File: src/rtl/rv32i_multicycle_cu.sv
// Multi-cycle control unit for the RV32I core.
// Sequences FETCH/DECODE/EXEC/MEM/WB over a single shared variable-latency
// memory port, traps on illegal opcodes and memory timeouts, and counts
// retired instructions. Strobes depend on mem_ready in the same cycle, so
// they are decoded combinationally from the registered state.
module rv32i_multicycle_cu #(
  parameter int TIMEOUT   = 255,
  parameter int TIMEOUT_W = 8,
  parameter int CNT_W     = 32
) (
  input  logic             clk,
  input  logic             rst,
  input  logic [31:0]      instr,
  input  logic             mem_ready,
  output logic             mem_req,
  output logic             IorD,
  output logic             MemWr,
  output logic             IRWr,
  output logic             PCWr,
  output logic             RegWr,
  output logic [3:0]       ALUSel,
  output logic             ASel,
  output logic [1:0]       BSel,
  output logic [2:0]       PCSel,
  output logic [2:0]       ImmSel,
  output logic             WBSel,
  output logic [2:0]       state,
  output logic             trap,
  output logic [1:0]       trap_cause,
  output logic [CNT_W-1:0] instret
);

  typedef enum logic [2:0] {
    S_FETCH  = 3'b000,
    S_DECODE = 3'b001,
    S_EXEC   = 3'b010,
    S_MEM    = 3'b011,
    S_WB     = 3'b100,
    S_TRAP   = 3'b111
  } state_t;

  localparam logic [6:0] OP_LUI    = 7'b0110111;
  localparam logic [6:0] OP_AUIPC  = 7'b0010111;
  localparam logic [6:0] OP_IMM    = 7'b0010011;
  localparam logic [6:0] OP_REG    = 7'b0110011;
  localparam logic [6:0] OP_JAL    = 7'b1101111;
  localparam logic [6:0] OP_JALR   = 7'b1100111;
  localparam logic [6:0] OP_BRANCH = 7'b1100011;
  localparam logic [6:0] OP_LOAD   = 7'b0000011;
  localparam logic [6:0] OP_STORE  = 7'b0100011;

  localparam logic [TIMEOUT_W-1:0] TIMEOUT_CNT = TIMEOUT_W'(TIMEOUT);

  state_t               state_reg;
  logic [TIMEOUT_W-1:0] wait_cnt_reg;
  logic [TIMEOUT_W-1:0] wait_cnt_inc;
  logic                 trap_reg;
  logic [1:0]           trap_cause_reg;
  logic [CNT_W-1:0]     instret_reg;

  logic [6:0] opcode;
  logic [2:0] funct3;
  logic       funct7_5;
  logic       is_load;
  logic       is_store;
  logic       is_branch;
  logic       is_legal;
  logic       timeout_hit;
  logic       unused_instr_bits;

  assign opcode   = instr[6:0];
  assign funct3   = instr[14:12];
  assign funct7_5 = instr[30];
  assign unused_instr_bits = ^{instr[31], instr[29:15], instr[11:7]};

  assign is_load   = (opcode == OP_LOAD);
  assign is_store  = (opcode == OP_STORE);
  assign is_branch = (opcode == OP_BRANCH);
  assign is_legal  = (opcode == OP_LUI)  || (opcode == OP_AUIPC) ||
                     (opcode == OP_IMM)  || (opcode == OP_REG)   ||
                     (opcode == OP_JAL)  || (opcode == OP_JALR)  ||
                     is_branch || is_load || is_store;

  // A waiting cycle whose count would reach TIMEOUT traps; mem_ready wins.
  assign wait_cnt_inc = wait_cnt_reg + TIMEOUT_W'(1);
  assign timeout_hit  = (TIMEOUT != 0) && mem_req && !mem_ready &&
                        (wait_cnt_inc == TIMEOUT_CNT);

  assign state      = state_reg;
  assign trap       = trap_reg;
  assign trap_cause = trap_cause_reg;
  assign instret    = instret_reg;

  // FSM sequencing, memory wait counter, trap capture and retire counter.
  always_ff @(posedge clk) begin
    if (rst) begin
      state_reg      <= S_FETCH;
      wait_cnt_reg   <= '0;
      trap_reg       <= 1'b0;
      trap_cause_reg <= 2'b00;
      instret_reg    <= '0;
    end else begin
      if (mem_req && !mem_ready && !timeout_hit) begin
        wait_cnt_reg <= wait_cnt_inc;
      end else begin
        wait_cnt_reg <= '0;
      end

      if (PCWr) begin
        instret_reg <= instret_reg + CNT_W'(1);
      end

      case (state_reg)
        S_FETCH: begin
          if (mem_ready) begin
            state_reg <= S_DECODE;
          end else if (timeout_hit) begin
            state_reg      <= S_TRAP;
            trap_reg       <= 1'b1;
            trap_cause_reg <= 2'b10;
          end
        end
        S_DECODE: begin
          if (is_legal) begin
            state_reg <= S_EXEC;
          end else begin
            state_reg      <= S_TRAP;
            trap_reg       <= 1'b1;
            trap_cause_reg <= 2'b01;
          end
        end
        S_EXEC: begin
          state_reg <= (is_load || is_store) ? S_MEM : S_WB;
        end
        S_MEM: begin
          if (mem_ready) begin
            state_reg <= is_load ? S_WB : S_FETCH;
          end else if (timeout_hit) begin
            state_reg      <= S_TRAP;
            trap_reg       <= 1'b1;
            trap_cause_reg <= 2'b10;
          end
        end
        S_WB: begin
          state_reg <= S_FETCH;
        end
        S_TRAP: begin
          state_reg <= S_TRAP;
        end
        default: begin
          state_reg <= S_FETCH;
        end
      endcase
    end
  end

  // Memory and commit strobes; all held low while reset is asserted.
  always_comb begin
    mem_req = 1'b0;
    MemWr   = 1'b0;
    IRWr    = 1'b0;
    PCWr    = 1'b0;
    RegWr   = 1'b0;
    IorD    = (state_reg == S_MEM);
    if (!rst) begin
      case (state_reg)
        S_FETCH: begin
          mem_req = 1'b1;
          IRWr    = mem_ready;
        end
        S_MEM: begin
          mem_req = 1'b1;
          MemWr   = is_store;
          PCWr    = is_store && mem_ready;
        end
        S_WB: begin
          PCWr  = 1'b1;
          RegWr = !is_branch;
        end
        default: begin
          mem_req = 1'b0;
        end
      endcase
    end
  end

  // Datapath selects from the IR; FETCH and TRAP drive the default row.
  always_comb begin
    ALUSel = 4'b0000;
    ASel   = 1'b1;
    BSel   = 2'b00;
    PCSel  = 3'b111;
    ImmSel = 3'b000;
    WBSel  = 1'b0;
    if (state_reg != S_FETCH && state_reg != S_TRAP) begin
      case (opcode)
        OP_LUI: begin
          ALUSel = 4'b1111;
          BSel   = 2'b01;
          ImmSel = 3'b001;
        end
        OP_AUIPC: begin
          ASel   = 1'b0;
          BSel   = 2'b01;
          ImmSel = 3'b001;
        end
        OP_IMM: begin
          ALUSel = {(funct3 == 3'b101) && funct7_5, funct3};
          BSel   = 2'b01;
        end
        OP_REG: begin
          ALUSel = {funct7_5, funct3};
        end
        OP_JAL: begin
          ASel   = 1'b0;
          BSel   = 2'b10;
          PCSel  = 3'b011;
          ImmSel = 3'b100;
        end
        OP_JALR: begin
          ASel  = 1'b0;
          BSel  = 2'b10;
          PCSel = 3'b110;
        end
        OP_BRANCH: begin
          ALUSel = {funct3[2:1] == 2'b00, 1'b0, funct3[2:1]};
          PCSel  = funct3;
          ImmSel = 3'b011;
        end
        OP_LOAD: begin
          BSel  = 2'b01;
          WBSel = 1'b1;
        end
        OP_STORE: begin
          BSel   = 2'b01;
          ImmSel = 3'b010;
        end
        default: begin
          ALUSel = 4'b0000;
        end
      endcase
    end
  end

endmodule

File: config.mk
export PLATFORM = sky130hd
export DESIGN_NAME = rv32i_multicycle_cu
export DESIGN_NICKNAME = d
export VERILOG_FILES = /design/src/rtl/rv32i_multicycle_cu.sv
export SDC_FILE = /design/constraint.sdc
export NUM_CORES = 1
export LEC_CHECK = 0
export BUFFER_PORTS_ARGS = -buffer_cell sky130_fd_sc_hd__buf_2
export CAP_MARGIN = 20
export CORE_MARGIN = 2
export CORE_UTILIZATION = 28
export CTS_BUF_LIST = sky130_fd_sc_hd__clkbuf_4 sky130_fd_sc_hd__clkbuf_8
export CTS_CLUSTER_SIZE = 10
export DETAILED_ROUTE_END_ITERATION = 7
export PLACE_DENSITY = 0.49
export SLEW_MARGIN = 20
export SYNTH_ARGS = -nofsm -noshare
export SYNTH_HDL_FRONTEND = slang
export SYNTH_SLANG_ARGS = --single-unit
File: constraint.sdc
create_clock -name clk -period 2.8 [get_ports clk]
set_input_delay 0.14 -clock clk [delete_from_list [all_inputs] [get_ports clk]]
set_output_delay 0.14 -clock clk [all_outputs]
set_load 0.01 [all_outputs]
; ---- Word-level counts from Yosys, hierarchy flattened
; Index checks and enable logic that the tools add are counted.
; W data, S select, Z words.
[totals]
elab_cells = 94
inputBits = 35
out_inout_bits = 58
regBits = 46
[classes]
bitwise_logic = 1
eq_ne = 20
muxes = 37
reduce_logical = 29
addsub = 2
[op_table]
columns = operator, n
row1 = $add A32 B1 Y32 const B, 1
row2 = $mux W3, 8
row3 = $eq A7 B6 Y1 const B, 3
row4 = $eq A7 B7 Y1 const B, 3
row5 = $mux W1, 16
row6 = $pmux W4 S4, 1
row7 = $pmux W3 S5, 1
row8 = $eq A7 B5 Y1 const B, 2
row9 = $pmux W3 S4, 1
row10 = $eq A3 B3 Y1 const B, 3
row11 = $logic_or A1 B1 Y1, 9
row12 = $pmux W3 S3, 1
row13 = $add A8 B1 Y8 const B, 1
row14 = $eq A8 B8 Y1 const B, 1
row15 = $mux W2, 4
row16 = $pmux W2 S2, 2
row17 = $reduce_or A2 Y1, 4
row18 = $eq A7 B2 Y1 const B, 1
row19 = $eq A3 B2 Y1 const B, 2
row20 = $logic_and A1 B1 Y1, 6
row21 = $reduce_or A5 Y1, 1
row22 = $mux W4, 1
row23 = $ne A2 B2 Y1 const B, 2
row24 = $pmux W1 S2, 2
row25 = 11 further kinds, 13

; ---- Depth between registers and ports, before layout
[depth]
word_depth = 11
ltp_mapped = 7
depth_no_buf = 6

; ---- Worst setup path before layout
; OpenSTA, ideal clock, no wires.
[synth_path]
kind = register -> register
start = reg state_reg[1] (netlist: state[1])
end = reg trap_cause_reg[0] (netlist: trap_cause[0])
setup_time_ps = 131
arrival_time_ps = 1846
required_ps = 2669
synth_period_minus_slack_ps = 1976
path_stages_with_launch = 7
path_buffers = 1
slack_ps = 824
cell_sequence = dfxtp_1 > buf_2 > or2_2 > a211oi_2 > nor2b_1 > or3b_1 > nor3b_1
[synth_via]
elab_chain_cells = 8
elab_cells_between_ends = 14
classes_between = eq/ne: 5 / mux: 3 / reduce/logical: 6
[synth_lines]
columns = element, line
row1 = start: declaration, 54  ; state_t state_reg;
row2 = start signal: assignment, 133  ; state_reg <= (is_load || is_store) ? S_MEM : S_WB;
row3 = start signal: assignment, 137  ; state_reg <= is_load ? S_WB : S_FETCH;
row4 = $eq A3 B2 Y1 / $logic_not A3 Y1 (equally long branches), 166  ; case (state_reg)
row5 = $reduce_or A2 Y1 (no line) *, -
row6 = $mux W1 *, 166
row7 = $mux W1 *, 165  ; if (!rst) begin
row8 = net mem_req, 15  ; output logic mem_req,
row9 = $logic_and A1 B1 Y1 * (2 in series), 86  ; assign timeout_hit = (TIMEOUT != 0) && mem_req && !mem_ready &&
row10 = $ne A2 B1 Y1 (no line) *, -
row11 = $reduce_and A4 Y1 (no line) *, -
row12 = end signal: assignment, 100  ; trap_cause_reg <= 2'b00;
row13 = end signal: assignment, 120  ; trap_cause_reg <= 2'b10;
row14 = end signal: assignment, 129  ; trap_cause_reg <= 2'b01;
row15 = end: declaration, 58  ; logic [1:0] trap_cause_reg;
; The timed path passes the listed nets; every way through them passes the cells marked *.
; A chain may end at the register's enable or synchronous reset.

; ---- Worst setup path after layout
[layout_path]
start = reg state_reg[0] (netlist: state[0])
end = out ALUSel[3]
[layout_via]
elab_chain_cells = 3
elab_cells_between_ends = 4
classes_between = eq/ne: 1 / mux: 1 / reduce/logical: 2
[layout_lines]
columns = element, line
row1 = $ne A3 B3 Y1 / $reduce_bool A3 Y1 (equally long branches), 195  ; if (state_reg != S_FETCH && state_reg != S_TRAP) begin
row2 = $logic_and A1 B1 Y1 *, 195
row3 = $mux W4 *, 195
row4 = end: declaration, 21  ; output logic [3:0] ALUSel,
; Every way passes the cells marked *; elsewhere a longest branch is shown, timed or not.

==> summary.txt <==
Setup path
  – Required time at the endpoint of the critical path: 2.66 ns
  – Worst setup path startpoint: state[0]
  – Category of the most critical setup path: flip-flop to primary output
  – Worst setup EP type: primary output
  – Critical path launch point type: flip-flop
  – CP bufs+invs: 1
  – Worst path max stage delay: 0.58 ns
  – Max stage delay cell, worst path: sky130_fd_sc_hd__dfxtp_1
  – Worst-path fanout max: 12
  – List of cells traversed by the critical path: or2_2 > o21ai_1 > or4_1 > a31oi_1 > buf_2
  – Worst-case register-to-register setup slack: 0.59 ns
  – Startpoint of the lowest-slack register-to-register path: state[1]
  – Logic depth of the worst path, buffers included: 5
  – Worst EP arrival: ~2.2 ns
  – Kind of cell adding the most delay to the critical path: simple AND/OR/NAND/NOR gates
  – End of the worst register-to-register path: instret[22]
  – Critical path destination: ALUSel[3]
  – Number of cell instances on the worst register-to-register path: 6

Pwr
  – Total power consumption of the routed design: 1.71 mW
  – Total power density per cell area: around 530 nW/µm²
  – Leak pwr: 1.20 nW
  – Peak ir drop on the vdd network: between 200 and 300 µV

Finish
  – Layout overhead on the synthesized area: 22.5%
  – Antenna Cells: 0
  – Largest register FFs: 32
  – Final instance area: about 3200 µm²
  – Total Nets Final: 437
  – Fraction of layout cells with a size suffix above 1: between 20% and 30%
  – Layout fillers: 1036

Floorplanning
  – Count of boundary I/O pins: 93
  – Core region area: just over 9000 µm²
  – Die span in x: a little over 100 µm
  – Placement Rows: 35
  – Die height: 101 µm
  – Floorplan die area: a little over 10000 µm²
  – Effective utilization at floorplan: ~29%

Clock network
  – Hold buffer count at CTS: 0
  – Number of buffers inserted to repair setup after CTS: 0
  – Worst-path clk slew: 0.09 ns
  – H-tree level count: 2
  – Clock tree buffer depth: 2
  – Clock latency reported for the late side of the worst-skew pair: around 0.30 ns
  – TritonCTS clock tree: built
  – Number of resized instances in the post-cts repair step: 0
  – Root buffer cell: sky130_fd_sc_hd__clkbuf_8
  – Number of buffers created by CTS: 5
  – Num Clock Sinks: 46

STA
  – RSZ-0062 raised after global routing: false
  – Count of pins over their slew limit: 0
  – Endpoints failing hold: 0
  – Final setup fails: 0
  – Final worst-path cycle share: 82.2%
  – Fin Clk Skew: 0.00814 ns
  – Final-layout worst hold slack: about 0.33 ns
  – Final worst-path setup slack: roughly 0.50 ns
  – Post-route minimum period: between 2 and 2.5 ns
  – Max_slew headroom: between 50% and 60%
  – Post-route setup TNS: 0 ns
  – FMAX: 434 MHz
  – Actual transition at the worst max-transition pin: slightly above 0.6 ns

Place
  – Cell Area, Placed: around 3100 µm²
  – Post-Place Setup Slack: 0.464 ns
  – Weighted congestion at the end of routability-driven global placement: 0.826
  – Number of port buffers: 71
  – Half-perimeter wire length of the detailed placement result: slightly above 5 mm

Status
  – Outcome: completed

Routing
  – Routed via count: 2678
  – DR iter-0 viols: around 150
  – Remaining number of nets flagged by the antenna check after routing: 0
  – Total iterations of the first detailed-routing run: 4
  – Via density per instance: about 5.2
  – Final routed wire length divided by cell count: 13.7 µm
  – Routed Wire Length: ~7.0 mm
  – DRC errors left: 0

GRT
  – Vias in the first global route: 2497
  – Antenna violations before repair: 0
  – Pin count of the biggest net entering global routing: 41
  – Grt ovf: 0
  – Met3 GRT Util: just over 3%
  – M2 GR Usage: approximately 22%
  – Total global routing track utilization: 14.2%
  – GRT busiest layer: met2
  – Global-route wire length before repair: between 10 and 15 mm
  – GR Layer Usage met1: roughly a fifth

Synthesis
  – Commonest cells in the netlist: 46 x sky130_fd_sc_hd__dfxtp_1, 31 x sky130_fd_sc_hd__nor2_1, 30 x sky130_fd_sc_hd__a21oi_1
  – Warnings from Yosys: 0
  – Top cell type by total area after synthesis: sky130_fd_sc_hd__dfxtp_1
  – Primary FF master, synth: sky130_fd_sc_hd__dfxtp_1
  – Share of flip-flops with an asynchronous set or reset: 0%
  – Synthesized cell area: between 2000 and 3000 µm²
  – Post-synthesis net count: roughly 370
  – Number of flops mapped to enable cells by yosys: 0
  – Largest cells by area after synthesis: sky130_fd_sc_hd__dfxtp_1 35%, sky130_fd_sc_hd__a21oi_1 5.7%, sky130_fd_sc_hd__nor2_1 4.4%, sky130_fd_sc_hd__nand2_1 3.8%, sky130_fd_sc_hd__xor2_1 3.6%
  – Post-synth top area share: 34.8%
  – Synth cell types: 50
  – Share of the yosys chip area belonging to registers: 34.8%
  – Register bit total from synthesis: 46
  – Mean instance size in the synthesized netlist: around 8 µm²
  – Synth Instances: 327
  – Cell with the most instances after synthesis: sky130_fd_sc_hd__dfxtp_1

Min path
  – Path class of the lowest-slack min-delay path: primary input to flip-flop

Run
  – Maximum capacitance violations: 0
-- power by group --
part | leakage (nW) | total, mW | switching, mW | internal, mW
clock | 0.0593 | 0.510 | 0.223 | 0.287
sequential | 0.371 | 0.752 | 0.0597 | 0.692
combinational | 0.768 | 0.446 | 0.258 | 0.188
total | 1.20 | 1.71 | 0.541 | 1.17
-- routing by layer --
| layer | up-vias | wire length, µm |
|---|---|---|
| met5 | - | 0 |
| met4 | 0 | 78 |
| met3 | 6 | 404 |
| met2 | 72 | 3160 |
| met1 | 1244 | 3340 |
| li1 | 1356 | - |
-- stage by stage --
step           std cells  utilization, %
5_1_grt              511            35.2
6_report             511            35.2
3_5_place_dp         502            33.9
4_1_cts              510            35.2
2_1_floorplan        327               -
3_3_place_gp         502            33.9
-- cell families (layout without fill, tap and decap cells) --
family | Yosys count | in the layout | synth area share [%]
flip-flops | 46 | 46 | 34.8
multiplexers | 2 | 2 | 0.757
buffers and inverters | 22 | 95 | 3.83
AO/OA/AOI/OAI | 84 | 84 | 19.9
XOR/XNOR | 16 | 16 | 5.30
adder cells (fa/ha/maj) | 3 | 3 | 1.42
AND/OR/NAND/NOR | 154 | 154 | 34.0
-- final cells by class --
type / count / area (µm²) / share of cell area, %
clock buffers: 7 / 83.8 / 2.59
inverters: 8 / 30.0 / 0.927
flip-flops and latches: 46 / 921 / 28.4
clock inverters: 1 / 30.0 / 0.927
multi-input cells: 259 / 1620 / 50.1
repair buffers: 79 / 413 / 12.7
well taps: 111 / 139 / 4.29
-- worst min-delay path by stage --
stage	depth (start not counted)	from	slack, ns	to
2_1_floorplan	1	rst	0.31	mem_req
3_3_place_gp	2	trap_cause[1]	0.44	trap_cause[1]
3_5_place_dp	2	trap_cause[1]	0.45	trap_cause[1]
4_1_cts	4	mem_ready	0.33	state[1]
5_1_grt	4	mem_ready	0.35	state[1]
6_report	4	mem_ready	0.33	state[1]
-- placed cells by master, fill, tap and decap left out, drive strengths merged, types with 3 or more instances in the layout --
cell type  synthesis  routed
nand3             12      12
and2               6       6
a21oi             30      30
xnor2              5       5
nand2b             6       6
buf                5      79
inv                8       8
nor3              10      10
dfxtp             46      46
nand4             11      11
xor2              11      11
ha                 3       3
or3               15      15
nand2             27      27
nor4               4       4
nor2              31      31
o21ai             21      21
nor2b              4       4
and3               4       4
o211ai             7       7
or4               10      10
nor3b              3       3
clkbuf             9       7
o2111ai            4       4
o31ai              9       9
-- worst register-to-register path, stage by stage, from the launching register on --
cell and delay (ns):
sky130_fd_sc_hd__dfxtp_1 0.56, sky130_fd_sc_hd__nand2_1 0.18, sky130_fd_sc_hd__nor4_4 0.34, sky130_fd_sc_hd__o211ai_1 0.25, sky130_fd_sc_hd__buf_2 0.25, sky130_fd_sc_hd__or4_1 0.40
sky130_fd_sc_hd__a21oi_1 0.15
Power figures use the tool's default switching activity.
